===== src/rtl/multi_input_conditioner.sv =====
// Multi-channel board input conditioner: synchroniser, glitch filter,
// edge pulses, sticky rise flags and rising-edge counters per channel.
module multi_input_conditioner #(
    parameter int NCH         = 4,
    parameter int SYNC_STAGES = 2,
    parameter int FILT_W      = 4,
    parameter int CNT_W       = 16
) (
    input  logic                 clk,
    input  logic                 rst_n,
    input  logic [NCH-1:0]       din,
    input  logic [FILT_W-1:0]    filt_len,
    input  logic [NCH-1:0]       clr_sticky,
    output logic [NCH-1:0]       dout,
    output logic [NCH-1:0]       rise,
    output logic [NCH-1:0]       fall,
    output logic [NCH-1:0]       sticky_rise,
    output logic [NCH*CNT_W-1:0] edge_cnt
);

    (* magic_cdc *) logic [NCH-1:0] meta_q;
    logic [NCH-1:0] sync_q [SYNC_STAGES-1];
    logic [NCH-1:0] s;

    logic [FILT_W-1:0] filt_q [NCH];
    logic [CNT_W-1:0]  cnt_q  [NCH];

    logic [NCH-1:0] dout_q;
    logic [NCH-1:0] rise_q;
    logic [NCH-1:0] fall_q;
    logic [NCH-1:0] sticky_q;
    logic [NCH-1:0] commit;

    always_ff @(posedge clk or negedge rst_n) begin
        if (!rst_n) begin
            meta_q <= '0;
            for (int k = 0; k < SYNC_STAGES-1; k++) begin
                sync_q[k] <= '0;
            end
        end else begin
            meta_q    <= din;
            sync_q[0] <= meta_q;
            for (int k = 1; k < SYNC_STAGES-1; k++) begin
                sync_q[k] <= sync_q[k-1];
            end
        end
    end

    assign s = sync_q[SYNC_STAGES-2];

    // >= so a lowered threshold commits on the next disagreeing cycle
    always_comb begin
        commit = '0;
        for (int i = 0; i < NCH; i++) begin
            commit[i] = (s[i] != dout_q[i]) && (filt_q[i] >= filt_len);
        end
    end

    always_ff @(posedge clk or negedge rst_n) begin
        if (!rst_n) begin
            for (int i = 0; i < NCH; i++) begin
                filt_q[i] <= '0;
            end
        end else begin
            for (int i = 0; i < NCH; i++) begin
                if (s[i] == dout_q[i] || commit[i]) begin
                    filt_q[i] <= '0;
                end else begin
                    filt_q[i] <= filt_q[i] + 1'b1;
                end
            end
        end
    end

    always_ff @(posedge clk or negedge rst_n) begin
        if (!rst_n) begin
            dout_q   <= '0;
            rise_q   <= '0;
            fall_q   <= '0;
            sticky_q <= '0;
        end else begin
            dout_q   <= (dout_q & ~commit) | (s & commit);
            rise_q   <= commit & s;
            fall_q   <= commit & ~s;
            sticky_q <= rise_q | (sticky_q & ~clr_sticky);
        end
    end

    always_ff @(posedge clk or negedge rst_n) begin
        if (!rst_n) begin
            for (int i = 0; i < NCH; i++) begin
                cnt_q[i] <= '0;
            end
        end else begin
            for (int i = 0; i < NCH; i++) begin
                if (rise_q[i]) begin
                    cnt_q[i] <= cnt_q[i] + 1'b1;
                end
            end
        end
    end

    assign dout        = dout_q;
    assign rise        = rise_q;
    assign fall        = fall_q;
    assign sticky_rise = sticky_q;

    for (genvar g = 0; g < NCH; g++) begin : g_cnt
        assign edge_cnt[g*CNT_W +: CNT_W] = cnt_q[g];
    end

endmodule

===== config.mk =====
export PLATFORM = sky130hd
export DESIGN_NAME = multi_input_conditioner
export DESIGN_NICKNAME = d
export VERILOG_FILES = /design/src/rtl/multi_input_conditioner.sv
export SDC_FILE = /design/constraint.sdc
export NUM_CORES = 1
export LEC_CHECK = 0
export ABC_AREA = 1
export BUFFER_PORTS_ARGS = -buffer_cell sky130_fd_sc_hd__clkbuf_2
export CAP_MARGIN = 20
export CELL_PAD_IN_SITES_DETAIL_PLACEMENT = 0
export CELL_PAD_IN_SITES_GLOBAL_PLACEMENT = 2
export CORE_MARGIN = 2
export CORE_UTILIZATION = 38
export CTS_BUF_LIST = sky130_fd_sc_hd__clkbuf_2 sky130_fd_sc_hd__clkbuf_4 sky130_fd_sc_hd__clkbuf_8
export CTS_CLUSTER_DIAMETER = 60
export DETAILED_ROUTE_END_ITERATION = 16
export PLACE_DENSITY_LB_ADDON = 0.1
export SYNTH_ARGS = -nofsm -noshare
export SYNTH_HDL_FRONTEND = slang
export SYNTH_SLANG_ARGS = --single-unit

===== constraint.sdc =====
create_clock -name clk -period 3.22 [get_ports clk]
set_input_delay 0.644 -clock clk [delete_from_list [all_inputs] [get_ports clk]]
set_output_delay 0.644 -clock clk [all_outputs]
set_load 0.01 [all_outputs]

==> results of run 1 <==
==> routing by layer <==
layer	track usage (%)	wire length, um
met4	4.29	95
met3	5.23	484
met1	20.1	4610
met5	0	0
met2	22.1	4120
==> where the power goes <==
group | switching (W) | leakage, nW | internal (W) | total, W
clock network | 0.000438 | 0.107 | 0.000429 | 0.000867
logic | 0.000387 | 1.66 | 0.000277 | 0.000665
registers | 0.000194 | 1.40 | 0.00147 | 0.00167
total | 0.00102 | 3.16 | 0.00218 | 0.00320
==> sequential cells by signal (all words and copies together) (netlist names), named ones only <==
name,flops
edge_cnt,64
filt_q,16
fall,4
meta_q,4
rise,4
s,4
sticky_rise,4
==> area by class of cell <==
cell class	instances	area (um2)
inverter	79	297
clock buffer	14	174
multi-input combinational	318	2020
fill	1273	6830
timing repair buffer	95	495
sequential	104	2600
tap	172	215
clock inverter	2	37.5
==> kinds of logic (layout without fill, tap and decap cells) <==
kind of cell,count (synthesis),in the layout
xor gates and xnor gates,57,57
buffers and inverters,81,190
DFF,104,104
adders and majority gates,24,24
and+or+nand+nor,216,216
AOI/OAI and AO/OA,21,21
==> Yosys cell counts <==
cell                       count
sky130_fd_sc_hd__nor2_2        4
sky130_fd_sc_hd__ha_1         24
sky130_fd_sc_hd__xnor2_2       1
sky130_fd_sc_hd__nand3_2       1
sky130_fd_sc_hd__dfrtp_1     104
sky130_fd_sc_hd__nor3_1        5
sky130_fd_sc_hd__xor2_1       34
sky130_fd_sc_hd__nor3b_1       1
sky130_fd_sc_hd__nand2_2      11
sky130_fd_sc_hd__nand3_1      34
sky130_fd_sc_hd__o21ai_1       1
sky130_fd_sc_hd__a31oi_1       1
sky130_fd_sc_hd__nand2_4       1
sky130_fd_sc_hd__buf_4         2
sky130_fd_sc_hd__xnor2_1      22
sky130_fd_sc_hd__nor3_4        4
sky130_fd_sc_hd__nor2_4        9
sky130_fd_sc_hd__nand3b_1      3
sky130_fd_sc_hd__inv_1        74
sky130_fd_sc_hd__nand2_1      83
sky130_fd_sc_hd__o21ai_0       8
sky130_fd_sc_hd__nand4_1      22
sky130_fd_sc_hd__a21oi_1       7
sky130_fd_sc_hd__nor2_1       38
sky130_fd_sc_hd__o21bai_1      4
sky130_fd_sc_hd__inv_2         5
==> worst reg2reg max path, stage by stage, from the launching register on <==
cell and delay (ps):
sky130_fd_sc_hd__dfrtp_1 430, sky130_fd_sc_hd__ha_1 240, sky130_fd_sc_hd__nand3_2 110, sky130_fd_sc_hd__nor3_4 300, sky130_fd_sc_hd__nand2_1 100, sky130_fd_sc_hd__xor2_1 150
==> path summary, 6_finish.rpt <==
| check | startpoint | to |
|---|---|---|
| worst max register to register | edge_cnt[32] | edge_cnt[42] |
| worst min-delay path | rst_n | edge_cnt[26] |
| max in group asynchronous | rst_n | filt_q[9] |
| worst min register to register | meta_q[1] | s[1] |
| worst max-delay path | rise[3] | rise[3] |
| min in group clk | meta_q[1] | s[1] |
==> metrics by stage <==
stage | util, % | cell area [um2] | total power (W)
after detailed placement | 44.4 | 5630 | 0.00237
after global placement | 44.4 | 5630 | 0.00236
after CTS | 46.1 | 5840 | 0.00327
final | 46.1 | 5840 | 0.00320
after floorplan | - | 4940 | 0.00209
after global routing | 46.1 | 5840 | 0.00346
==> results.rst, run 1 <==
.. list-table::
   :header-rows: 1

   * - Metric
     - Value
   * - Peak ir drop on the vdd network
     - 0.303 mV
   * - Width of the die
     - 118 um
   * - RSZ-0062 raised after global routing
     - no
   * - Data arrival time of the critical path
     - 1130 ps
   * - Critical Path Stages
     - 1
   * - Syn-to-layout area delta
     - 18.4%
   * - Bufs and invs on worst path
     - 1
   * - Number of DRC markers after the initial detailed-route iteration
     - 160
   * - Post-route insts no fill
     - 784
   * - Total overflow reported by the global router
     - 0
   * - Period Utilization, post-route
     - 55.1%
   * - Highest-count cells in the layout ignoring fill and taps
     - 104 x sky130_fd_sc_hd__dfrtp_1, 92 x sky130_fd_sc_hd__clkbuf_2, 83 x sky130_fd_sc_hd__nand2_1
   * - Antenna violations before repair
     - 0
   * - Area of the mapped netlist
     - 0.00494 mm2
   * - HPWL after detailed placement
     - 6920 um
   * - Worst slack at placement
     - 1390 ps
   * - Vias in the first global route
     - 3403
   * - Length of the first detailed-routing pass in iterations
     - 6
   * - Slew at the pin with the worst max-slew slack
     - 531 ps
   * - Clock Latency Late Sink
     - 380 ps
   * - CP Class
     - reg -> out
   * - Sequential element share of the synthesized area
     - 52.7%
   * - Combinational family with the most area after synthesis
     - simple AND/OR/NAND/NOR gates
   * - Sink count of the clock tree
     - 104
   * - Top delay family on crit path
     - flip-flops
   * - Hold-fix buffers at CTS
     - 0
   * - Final RePlAce weighted congestion
     - 0.798
   * - Setup WS post-layout
     - 1450 ps
   * - Post-CTS setup buffer count
     - 0
   * - Setup TNS Final
     - 0 ps
   * - Effective utilization at floorplan
     - 39.0%
   * - Multiplexer share of the synthesized area
     - 0%
   * - Clk pin slew, worst setup/hold paths
     - 90 ps
   * - Power per cell area
     - 548 mW/mm2
   * - Shortest clock period the worst path allows after layout
     - 1770 ps
   * - Element type at the critical path end
     - output port
   * - Routed Antenna Nets
     - 0
   * - Number of setup violations in the final report
     - 0
   * - Leakage Power
     - 3.16 nW
   * - Standard cell with the maximum stage delay on the critical path
     - sky130_fd_sc_hd__dfrtp_1
   * - H-tree depth
     - 3
   * - Buffer type at the clock tree root
     - sky130_fd_sc_hd__clkbuf_8
   * - Worst reg2reg setup slack
     - 1780 ps
   * - Number of warnings issued by yosys
     - 0
   * - Maximum number of pins on one net before global-route repair
     - 45
   * - CP Launch Type
     - register
   * - Cells resized by post-CTS repair
     - 0
   * - Avg Vias per Cell
     - 4.45
   * - Post-synthesis net count
     - 541
   * - Die area
     - 0.0139 mm2
   * - Net count of the finished layout
     - 645
   * - CP Cell Sequence
     - clkbuf_2
   * - Layout cell share with drive strength beyond 1
     - 24.0%
   * - Core footprint
     - 0.0127 mm2
   * - Count of buffers from port buffering
     - 93
   * - Highest achievable clock rate
     - 0.563 GHz
   * - Wire length of the first global-routing pass
     - 16500 um
   * - Gate Count Post-Synth
     - 503
   * - Synth Area in Compound Gates
     - 2.36%
   * - Top post-synthesis cells by area
     - sky130_fd_sc_hd__dfrtp_1 53%, sky130_fd_sc_hd__nand2_1 6.3%, sky130_fd_sc_hd__ha_1 6.1%, sky130_fd_sc_hd__xor2_1 6.0%, sky130_fd_sc_hd__inv_1 5.6%
   * - Average cell area after synthesis
     - 9.81 um2
   * - CTS buffer count
     - 9
   * - Clock tree from TritonCTS
     - done
   * - Maximum Capacitance Violations
     - 0
   * - Fraction of the mapped netlist area in simple logic gates
     - 22.3%
   * - Critical path data required time
     - 2580 ps
   * - WL per Instance
     - 11.9 um
   * - Total via count after detailed routing
     - 3487
   * - Total Routed Length
     - 9310 um
   * - Worst slew margin
     - 64.6%
   * - Drc violations
     - 0
   * - Distinct cells, synth
     - 26
   * - Worst hold-check slack
     - 241 ps
   * - Reg2Reg Depth
     - 5
   * - Seq cells post-synth
     - 104
   * - Floorplan row count
     - 41
   * - Longest Clk Path Bufs
     - 2
   * - Synth Area in XOR/XNOR
     - 10.3%
   * - Die Span Y
     - 118 um
   * - Hold Path Class
     - in -> async
   * - Stage delay of the slowest cell on the critical path
     - 540 ps
   * - Count of pins on the block boundary
     - 94
   * - Placed Cells incl. Taps
     - 768
   * - Crit-path max FO
     - 8
   * - Hold Fails Final Rpt
     - 0
   * - Synth Area in Adders
     - 6.08%
   * - Count of inserted antenna diode cells
     - 0
   * - Dominant cell type by area after synthesis
     - sky130_fd_sc_hd__dfrtp_1
   * - Most common cell after layout, fill and taps aside
     - sky130_fd_sc_hd__dfrtp_1
   * - Run status
     - complete, no violations
   * - Aggregate global-route resource usage
     - 14.7%
   * - Clock tree skew after final layout
     - 10.2 ps
   * - Share of the synthesized area in the top cell type
     - 52.7%
   * - Total count of max-transition violations in the final report
     - 0
Note: power is estimated with default switching activity, not from simulation.
==> run 2: changes to the inputs <==
Settings changed: CORE_UTILIZATION 38 to 36.
Clock period 3.22 ns to 1.7 ns, I/O delays scaled along.
==> results.rst, run 2 (synthesized netlist as in run 1, its figures left out) <==
.. list-table::
   :header-rows: 1

   * - Metric
     - Value
   * - Core footprint
     - 0.0133 mm2 (was 0.0127 mm2)
   * - Element type at the critical path end
     - output port (unchanged)
   * - Post-layout utilization of the core
     - 44.2% (was 46.1%)
   * - Worst hold-check slack
     - 70.0 ps (was 241 ps)
   * - Clock Latency Late Sink
     - 370 ps (was 380 ps)
   * - H-tree depth
     - 3 (unchanged)
   * - Drc violations
     - 0 (unchanged)
   * - Length of the first detailed-routing pass in iterations
     - 4 (was 6)
   * - Count of pins on the block boundary
     - 94 (unchanged)
   * - CP Launch Type
     - register (unchanged)
   * - Crit-path max FO
     - 8 (unchanged)
   * - CP Cell Sequence
     - clkbuf_2 (unchanged)
   * - Total count of max-transition violations in the final report
     - 0 (unchanged)
   * - Period Utilization, post-route
     - 85.5%
   * - Vias in the first global route
     - 3389 (was 3403)
   * - Depth of the worst hold-timing path
     - 1
   * - Clk pin slew, worst setup/hold paths
     - 100 ps (was 90 ps)
   * - Number of setup violations in the final report
     - 0 (unchanged)
   * - RSZ-0062 raised after global routing
     - no (unchanged)
   * - Data arrival time of the critical path
     - 1110 ps (was 1130 ps)
   * - Leakage Power
     - 3.18 nW (was 3.16 nW)
   * - Clock tree skew after final layout
     - 9.32 ps (was 10.2 ps)
   * - Effective utilization at floorplan
     - 37.1% (was 39.0%)
   * - Final RePlAce weighted congestion
     - 0.784 (was 0.798)
   * - Cells resized by post-CTS repair
     - 0 (unchanged)
   * - Sink count of the clock tree
     - 104 (unchanged)
   * - Post-CTS setup buffer count
     - 0 (unchanged)
   * - Flip-flop count of the largest register after layout
     - 64 (unchanged)
   * - Floorplan row count
     - 42 (was 41)
   * - Number of DRC markers after the initial detailed-route iteration
     - 149 (was 160)
   * - Aggregate global-route resource usage
     - 14.3% (was 14.7%)
   * - Total Routed Length
     - 9700 um (was 9310 um)
   * - Total overflow reported by the global router
     - 0 (unchanged)
   * - CP Class
     - reg -> out (unchanged)
   * - Highest-count cells in the layout ignoring fill and taps
     - 104 x sky130_fd_sc_hd__dfrtp_1, 92 x sky130_fd_sc_hd__clkbuf_2, 83 x sky130_fd_sc_hd__nand2_1 (unchanged)
   * - WL per Instance
     - 12.3 um (was 11.9 um)
   * - Critical path data required time
     - 1360 ps (was 2580 ps)
   * - Total via count after detailed routing
     - 3545 (was 3487)
   * - Longest Clk Path Bufs
     - 2 (unchanged)
   * - Maximum Capacitance Violations
     - 0 (unchanged)
   * - Shortest clock period the worst path allows after layout
     - 1450 ps
   * - Peak ir drop on the vdd network
     - 0.464 mV (was 0.303 mV)
   * - Width of the die
     - 121 um (was 118 um)
   * - CTS buffer count
     - 9 (unchanged)
   * - Count of inserted antenna diode cells
     - 0 (unchanged)
   * - Net count of the finished layout
     - 647 (was 645)
   * - Die Span Y
     - 121 um (was 118 um)
   * - Antenna violations before repair
     - 0 (unchanged)
   * - Critical Path Stages
     - 1 (unchanged)
   * - HPWL after detailed placement
     - 7230 um (was 6920 um)
   * - Bufs and invs on worst path
     - 1 (unchanged)
   * - Standard cell with the maximum stage delay on the critical path
     - sky130_fd_sc_hd__dfrtp_1 (unchanged)
   * - Avg Vias per Cell
     - 4.49 (was 4.45)
   * - Syn-to-layout area delta
     - 19.1% (was 18.4%)
   * - Power per cell area
     - 1040 mW/mm2 (was 548 mW/mm2)
   * - Layout cell share with drive strength beyond 1
     - 24.0% (about the same)
   * - Buffer type at the clock tree root
     - sky130_fd_sc_hd__clkbuf_8 (unchanged)
   * - Slew at the pin with the worst max-slew slack
     - 346 ps (was 531 ps)
   * - Worst slew margin
     - 76.7% (was 64.6%)
   * - Count of buffers from port buffering
     - 93 (unchanged)
   * - Hold Fails Final Rpt
     - 0 (unchanged)
   * - Reg2Reg Depth
     - 5 (unchanged)
   * - Top delay family on crit path
     - flip-flops (unchanged)
   * - Highest achievable clock rate
     - 0.688 GHz
   * - Run status
     - complete, no violations (unchanged)
   * - Wire length of the first global-routing pass
     - 16600 um (was 16500 um)
   * - Clock tree from TritonCTS
     - done (unchanged)
   * - Stage delay of the slowest cell on the critical path
     - 530 ps (was 540 ps)
   * - Hold Path Class
     - in -> reg (was in -> async)
   * - Routed Antenna Nets
     - 0 (unchanged)
   * - Most common cell after layout, fill and taps aside
     - sky130_fd_sc_hd__dfrtp_1 (unchanged)
   * - Die area
     - 0.0147 mm2 (was 0.0139 mm2)
   * - Setup TNS Final
     - 0 ps (unchanged)
   * - Hold-fix buffers at CTS
     - 1 (was 0)
   * - Maximum number of pins on one net before global-route repair
     - 40 (was 45)
-- run 2: changes by cell type in the layout (fill, tap and decap cells not counted) --
cell                            change
sky130_fd_sc_hd__clkbuf_8           +1
sky130_fd_sc_hd__buf_12             +1
sky130_fd_sc_hd__clkbuf_4           -2
sky130_fd_sc_hd__dlygate4sd3_1      +1
-- run 2: per-stage QoR --
step	std cells	total power (W)	setup WS (ps)	area, um2
floorplan	503	0.00396	364	4940
global placement	773	0.00448	214	5660
detailed placement	773	0.00452	192	5660
CTS	789	0.00623	205	5880
global route	789	0.00657	108	5880
finish	789	0.00610	247	5880
-- run 2: final cells by class --
cell class,instances,area [um2]
Tap cell,176,220
Clock inverter,2,37.5
Multi-Input combinational cell,318,2020
Fill cell,1312,7420
Inverter,79,297
Sequential cell,104,2600
Timing Repair Buffer,97,526
Clock buffer,13,173
-- run 2: where the power goes --
part | total (W) | switching, W | internal (W)
registers | 0.00315 | 0.000356 | 0.00279
logic | 0.00130 | 0.000763 | 0.000534
clock network | 0.00166 | 0.000846 | 0.000812
total | 0.00610 | 0.00197 | 0.00414
-- run 2: final timing paths --
kind,startpoint,endpoint,slack [ps]
min reg2reg,meta_q[0],s[0],360
max reg2reg,edge_cnt[32],edge_cnt[42],270
max,rise[3],rise[3],250
min in group asynchronous,rst_n,edge_cnt[24],370
max in group asynchronous,rst_n,edge_cnt[63],810
min,din[1],meta_q[1],70
-- run 2: worst reg2reg max path: cells and delay by family, from the launching register on --
kind / cells / cell delay [ps]
AND/OR/NAND/NOR: 3 / 540
flip-flops: 1 / 410
adder cells (fa/ha/maj): 1 / 230
XOR/XNOR: 1 / 150
-- run 2: per-layer routing --
layer	track usage, %	routed length, um
met5	0	0
met4	6.10	170
met3	2.77	356
met2	21.0	4320
met1	20.4	4850
